`config.mk`:
```
export PLATFORM = sky130hd
export DESIGN_NAME = branch_predictor
export DESIGN_NICKNAME = d
export VERILOG_FILES = /design/src/rtl/branch_predictor_pkg.sv /design/src/rtl/branch_predictor_sat_cnt.sv /design/src/rtl/branch_predictor.sv
export SDC_FILE = /design/constraint.sdc
export NUM_CORES = 1
export LEC_CHECK = 0
export BUFFER_PORTS_ARGS = -buffer_cell sky130_fd_sc_hd__buf_4
export CAP_MARGIN = 20
export CORE_ASPECT_RATIO = 1.2
export CORE_MARGIN = 4
export CORE_UTILIZATION = 69
export CTS_BUF_LIST = sky130_fd_sc_hd__clkbuf_8
export CTS_CLUSTER_SIZE = 14
export DETAILED_ROUTE_END_ITERATION = 7
export PLACE_DENSITY_LB_ADDON = 0.12
export SLEW_MARGIN = 5
export SYNTH_ARGS = -nofsm -noshare
export SYNTH_HDL_FRONTEND = slang
export SYNTH_SLANG_ARGS = --single-unit
```
`constraint.sdc`:
```
create_clock -name clk -period 7.95 [get_ports clk]
set_clock_uncertainty 0.2 [all_clocks]
set_input_delay 1.59 -clock clk [delete_from_list [all_inputs] [get_ports clk]]
set_output_delay 1.59 -clock clk [all_outputs]
set_load 0.005 [all_outputs]
```
`src/rtl/branch_predictor_pkg.sv`:
```
// rtl/branch_predictor_pkg.sv - shared ISA macros (opcodes, word types) and decode helpers for the branch predictor
`ifndef BP_UTILS_DEFINED
`define BP_UTILS_DEFINED
`define ADDR_TP     logic [31:0]
`define WORD_TP     logic [31:0]
`define OPC_BR      7'b1100011
`define OPC_JAL     7'b1101111
`define NEXT_PC_INC 32'd4
`define TRUE        1'b1
`define FALSE       1'b0
`endif

package branch_predictor_pkg;

  typedef enum logic [1:0] {
    OP_BRANCH,
    OP_JUMP,
    OP_OTHER
  } op_class_e;

  function automatic op_class_e classify(input logic [6:0] opcode);
    case (opcode)
      `OPC_BR:  return OP_BRANCH;
      `OPC_JAL: return OP_JUMP;
      default:  return OP_OTHER;
    endcase
  endfunction

  function automatic logic [31:0] imm_b(input logic [31:0] inst);
    return {{20{inst[31]}}, inst[7], inst[30:25], inst[11:8], 1'b0};
  endfunction

  function automatic logic [31:0] imm_j(input logic [31:0] inst);
    return {{12{inst[31]}}, inst[19:12], inst[20], inst[30:21], 1'b0};
  endfunction

endpackage

```
`src/rtl/branch_predictor_sat_cnt.sv`:
```
// rtl/branch_predictor_sat_cnt.sv - saturating up/down counter next-state logic (module sat_cnt)
module sat_cnt #(
  parameter int W = 2
) (
  input  logic [W-1:0] cur,
  input  logic         inc,
  output logic [W-1:0] nxt
);

  localparam logic [W-1:0] CNT_MAX = '1;
  localparam logic [W-1:0] CNT_MIN = '0;

  always_comb begin
    nxt = cur;
    if (inc && (cur != CNT_MAX)) begin
      nxt = cur + W'(1);
    end else if (!inc && (cur != CNT_MIN)) begin
      nxt = cur - W'(1);
    end
  end

endmodule

```
`src/rtl/branch_predictor.sv`:
```
// rtl/branch_predictor.sv - bimodal/gshare BHT branch predictor; define GSHARE_EN for global-history XOR indexing
module branch_predictor
  import branch_predictor_pkg::*;
#(
  parameter int CNT_W = 2,
  parameter int IDX_W = 8,
  parameter int GHR_W = 8
) (
  input  logic             clk,
  input  logic             rst,
  input  logic             pd_ena,
  input  `ADDR_TP          pd_pc,
  input  `WORD_TP          pd_inst,
  output logic             pd_taken_stat,
  output `WORD_TP          pd_off,
  output logic [IDX_W-1:0] pd_idx,
  input  logic             fb_ena,
  input  logic             fb_taken_stat,
  input  logic [IDX_W-1:0] fb_idx,
  input  logic             fb_miss,
  output logic [31:0]      stat_br_cnt,
  output logic [31:0]      stat_miss_cnt
);

  localparam int BHT_N = 1 << IDX_W;
  localparam logic [CNT_W-1:0] CNT_WEAK_NT = CNT_W'((1 << (CNT_W - 1)) - 1);

  logic [CNT_W-1:0] bht_q [BHT_N];
  logic [GHR_W-1:0] ghr_q, ghr_d;
  logic [31:0]      br_cnt_q, br_cnt_d;
  logic [31:0]      miss_cnt_q, miss_cnt_d;
  logic [CNT_W-1:0] fb_cnt_nxt;
  logic [IDX_W-1:0] pc_idx;
  logic             pc_unused;

  sat_cnt #(.W(CNT_W)) u_sat_cnt (
    .cur (bht_q[fb_idx]),
    .inc (fb_taken_stat),
    .nxt (fb_cnt_nxt)
  );

  assign pc_idx    = pd_pc[IDX_W+1:2];
  assign pc_unused = ^{pd_pc[31:IDX_W+2], pd_pc[1:0]};

`ifdef GSHARE_EN
  logic [IDX_W-1:0] ghr_ext;
  always_comb begin
    ghr_ext = '0;
    ghr_ext[GHR_W-1:0] = ghr_q;
  end
  assign pd_idx = pc_idx ^ ghr_ext;
`else
  // History still shifts in bimodal builds so switching modes keeps identical update timing.
  assign pd_idx = pc_idx;
`endif

  // Prediction reads pre-update state; same-cycle feedback is deliberately not bypassed.
  always_comb begin
    pd_taken_stat = `FALSE;
    pd_off        = `NEXT_PC_INC;
    case (classify(pd_inst[6:0]))
      OP_BRANCH: begin
        pd_taken_stat = bht_q[pd_idx][CNT_W-1];
        pd_off        = imm_b(pd_inst);
      end
      OP_JUMP: begin
        pd_taken_stat = `TRUE;
        pd_off        = imm_j(pd_inst);
      end
      default: ;
    endcase
    if (!pd_ena || rst) begin
      pd_taken_stat = `FALSE;
    end
  end

  always_comb begin
    ghr_d      = (ghr_q << 1) | GHR_W'(fb_taken_stat);
    br_cnt_d   = br_cnt_q + 32'd1;
    miss_cnt_d = fb_miss ? (miss_cnt_q + 32'd1) : miss_cnt_q;
  end

  always_ff @(posedge clk) begin
    if (rst) begin
      for (int i = 0; i < BHT_N; i++) begin
        bht_q[i] <= CNT_WEAK_NT;
      end
      ghr_q      <= '0;
      br_cnt_q   <= '0;
      miss_cnt_q <= '0;
    end else if (fb_ena) begin
      bht_q[fb_idx] <= fb_cnt_nxt;
      ghr_q         <= ghr_d;
      br_cnt_q      <= br_cnt_d;
      miss_cnt_q    <= miss_cnt_d;
    end
  end

  assign stat_br_cnt   = br_cnt_q;
  assign stat_miss_cnt = miss_cnt_q;

endmodule

```
==> out/results.txt <==
status - finished, violations left
violated checks - design-rule violations
post-route cell area - 34600 um^2
CTS hold repair buffers - 0
Root Driver - clkbuf_8
Routed WL - 95400 um
cell repeated most along the worst path - buf_4
vias in the first global route - 24600
htree depth - 3
Skew-Pair Late Insertion Delay - 0.70 ns
Yosys warnings - 0
CTS max path bufs - 3
final design utilization - 76.5%
syn_area_per_cell - 11.3 um^2
CP cell instances - buf_4, buf_4, mux4_2, mux4_2, nand2_1, o31ai_1, nor3_1, o31ai_1, buf_4
Final Max Tran Viols - 0
IO Pins - 183
Primary FF master, synth - edfxtp_1
Die ar. - 49500 um^2
Peak VDD IR - 0.161 mV
post-synthesis sequential area ratio - 52.5%
Post-Syn Instances - 2810
HP Class - reg -> reg
FILL cells - 2921
Tightest Pin Transition - 1.22 ns
mapped cell area - 31700 um^2
layout cells sized above 1 - 26.1%
Placed Area - 32800 um^2
worst-path maximum fanout - 42
Initial DRT Pass Iterations - 8
fmax - 148 MHz
first-pass GRT wire length - 144000 um
startpoint types - input pin
CP Class - in -> out
post-route ant nets - 0
post-DR vias/cell - 7.15
fin nets - 2893
cts repair resizes - 0
worst path required time - 6.16 ns
setup TNS - 0 ns
Num CTS Buffers - 90
Critical Path End Type - output pin
WP data arrival - 4.99 ns
CTS tree - built
static leakage - 11.2 nW
DP Wirelength - 59900 um
Critical-path top delay cell - buf_4
Final setup viols - 0
RSZ-0062 raised after global routing - no
GR Overflow Total - 0
asr flop ratio synth - 0%
clock sink count - 576
Core ar. - 45200 um^2
EDFF count, synth - 512
Tmin final - 6.78 ns
post-synthesis register bit count - 576
Residual DRC - 1
1st-iter DRT viols - 3902
Sw Share - 29.0%
cell row count - 85
sw power - 0.00196 W
final period utilization - 85.2%
pin count of the biggest net entering global routing - 141
gr usage total - 38.0%
Area growth, synth to finish - 9.08%
clock power share - 35.0%
Die Wd - 204 um
average wire per standard cell - 27.3 um
Reg clk slew, reported paths - 0.06 ns
initial antenna violation count - 2
register area - 16700 um^2
Hold Slack - 0.300 ns
post-CTS setup buffers - 0
Die H - 243 um
Synth cell types - 71
vias - 25000
Final Hold Fails - 0
maxcap violations - 0
IO buf count - 157
Pwr Density - 196 nW/um^2
max_slew headroom - 17.8%
CP peak stage delay - 0.75 ns
combinational share of power - 15.1%
initial core utilization - 70.1%
register share of total power - 49.9%
P_int - 0.00480 W
GPL Wtd Cong - 0.977
area of the multi-input gates - 13600 um^2
Synthesized Nets - 2892
state kept, by name, indices dropped and copies added, names as in the netlist:
| signal | cells |
|---|---|
| bht_q | 512 |
| stat_br_cnt | 32 |
| stat_miss_cnt | 32 |
path summary, 6_finish.rpt:
kind	from	end	slack [ns]	cells after the start
worst max register to register	bht_q[119][1]	bht_q[154][1]	3.20	13
worst min-delay path	stat_miss_cnt[27]	stat_miss_cnt[27]	0.30	2
worst min register to register	stat_miss_cnt[27]	stat_miss_cnt[27]	0.30	2
worst max-delay path	pd_pc[2]	pd_taken_stat	1.17	9
cell usage after synthesis (38+ instances only):
cell      count  share of area (%)
a21oi_1      38               0.60
mux2i_1      73                2.3
clkbuf_1    214                2.5
dfxtp_1      64                4.0
mux4_2      158                 11
buf_2        38               0.60
nand3_1      48               0.76
edfxtp_1    512                 48
nor3_1      206                3.3
nor4_1       75                1.5
nand2_1     116                1.4
nor2_1      327                3.9
buf_4        41               0.97
or2_2       230                4.5
o21ai_0     247                3.9
area by class of cell:
| cell class | instances | area share (%) |
|---|---|---|
| sequential | 576 | 48.2 |
| multi-input combinational | 1904 | 39.2 |
| timing repair buffer | 224 | 5.43 |
| clock buffer | 98 | 3.90 |
| tap | 609 | 2.20 |
| clock inverter | 69 | 0.933 |
| inverter | 15 | 0.163 |
| antenna | 1 | 0.00724 |
metrics by stage:
stage | instances | worst slack (ns) | power (W)
2_1_floorplan | 2810 | 2.14 | 0.00410
3_5_place_dp | 3323 | 1.18 | 0.00442
5_1_grt | 3496 | 1.18 | 0.00695
4_1_cts | 3490 | 1.33 | 0.00672
6_report | 3496 | 1.17 | 0.00676
3_3_place_gp | 3322 | 1.20 | 0.00439
power groups by stage:
stage / clock, W / combinational (W) / sequential (W)
after floorplan: 0 / 0.000684 / 0.00342
after global placement: 0 / 0.000960 / 0.00343
after detailed placement: 0 / 0.000981 / 0.00344
after CTS: 0.00236 / 0.000981 / 0.00337
after global routing: 0.00252 / 0.00105 / 0.00338
final: 0.00236 / 0.00102 / 0.00337
worst max-delay path, delay by kind of cell:
family / cells / cell delay [ns]
compound gates: 2 / 0.34
buf+inv: 3 / 1.28
mux: 2 / 1.04
simple gates: 2 / 0.70
placed cells by master, fill, tap and decap left out, drive strengths merged, types with 26 or more instances in the layout:
| master | instances |
|---|---|
| inv | 51 |
| mux2i | 73 |
| a21oi | 38 |
| nand2 | 116 |
| o21ai | 247 |
| clkinv | 28 |
| edfxtp | 512 |
| and3 | 26 |
| clkbuf | 99 |
| nor3 | 207 |
| a22oi | 30 |
| nor2 | 327 |
| buf | 223 |
| xor2 | 29 |
| nor4 | 75 |
| dfxtp | 64 |
| or2 | 231 |
| nand3 | 48 |
| mux4 | 158 |
routing by layer:
| layer | vias up | GRT usage (%) | part of all wire, % | routed length, um |
|---|---|---|---|---|
| li1 | 10500 | - | - | - |
| met1 | 12000 | 49.3 | 33 | 31200 |
| met2 | 2077 | 58.3 | 46 | 44200 |
| met3 | 443 | 11.0 | 14 | 13700 |
| met4 | 2 | 21.2 | 6.6 | 6270 |
| met5 | - | 0 | 0.014 | 13 |
kinds of logic (layout without fill, tap and decap cells):
kind of cell	count (synthesis)	after routing	share of synthesized area, %
and+or+nand+nor	1150	1150	18.4
DFF	576	576	52.5
AOI/OAI and AO/OA	451	451	8.60
buffers and inverters	330	406	4.80
muxes	247	247	14.1
xor gates and xnor gates	51	51	1.41
adders and majority gates	4	4	0.158
other	1	2	0.0118
(Power assumes the default switching activity.)
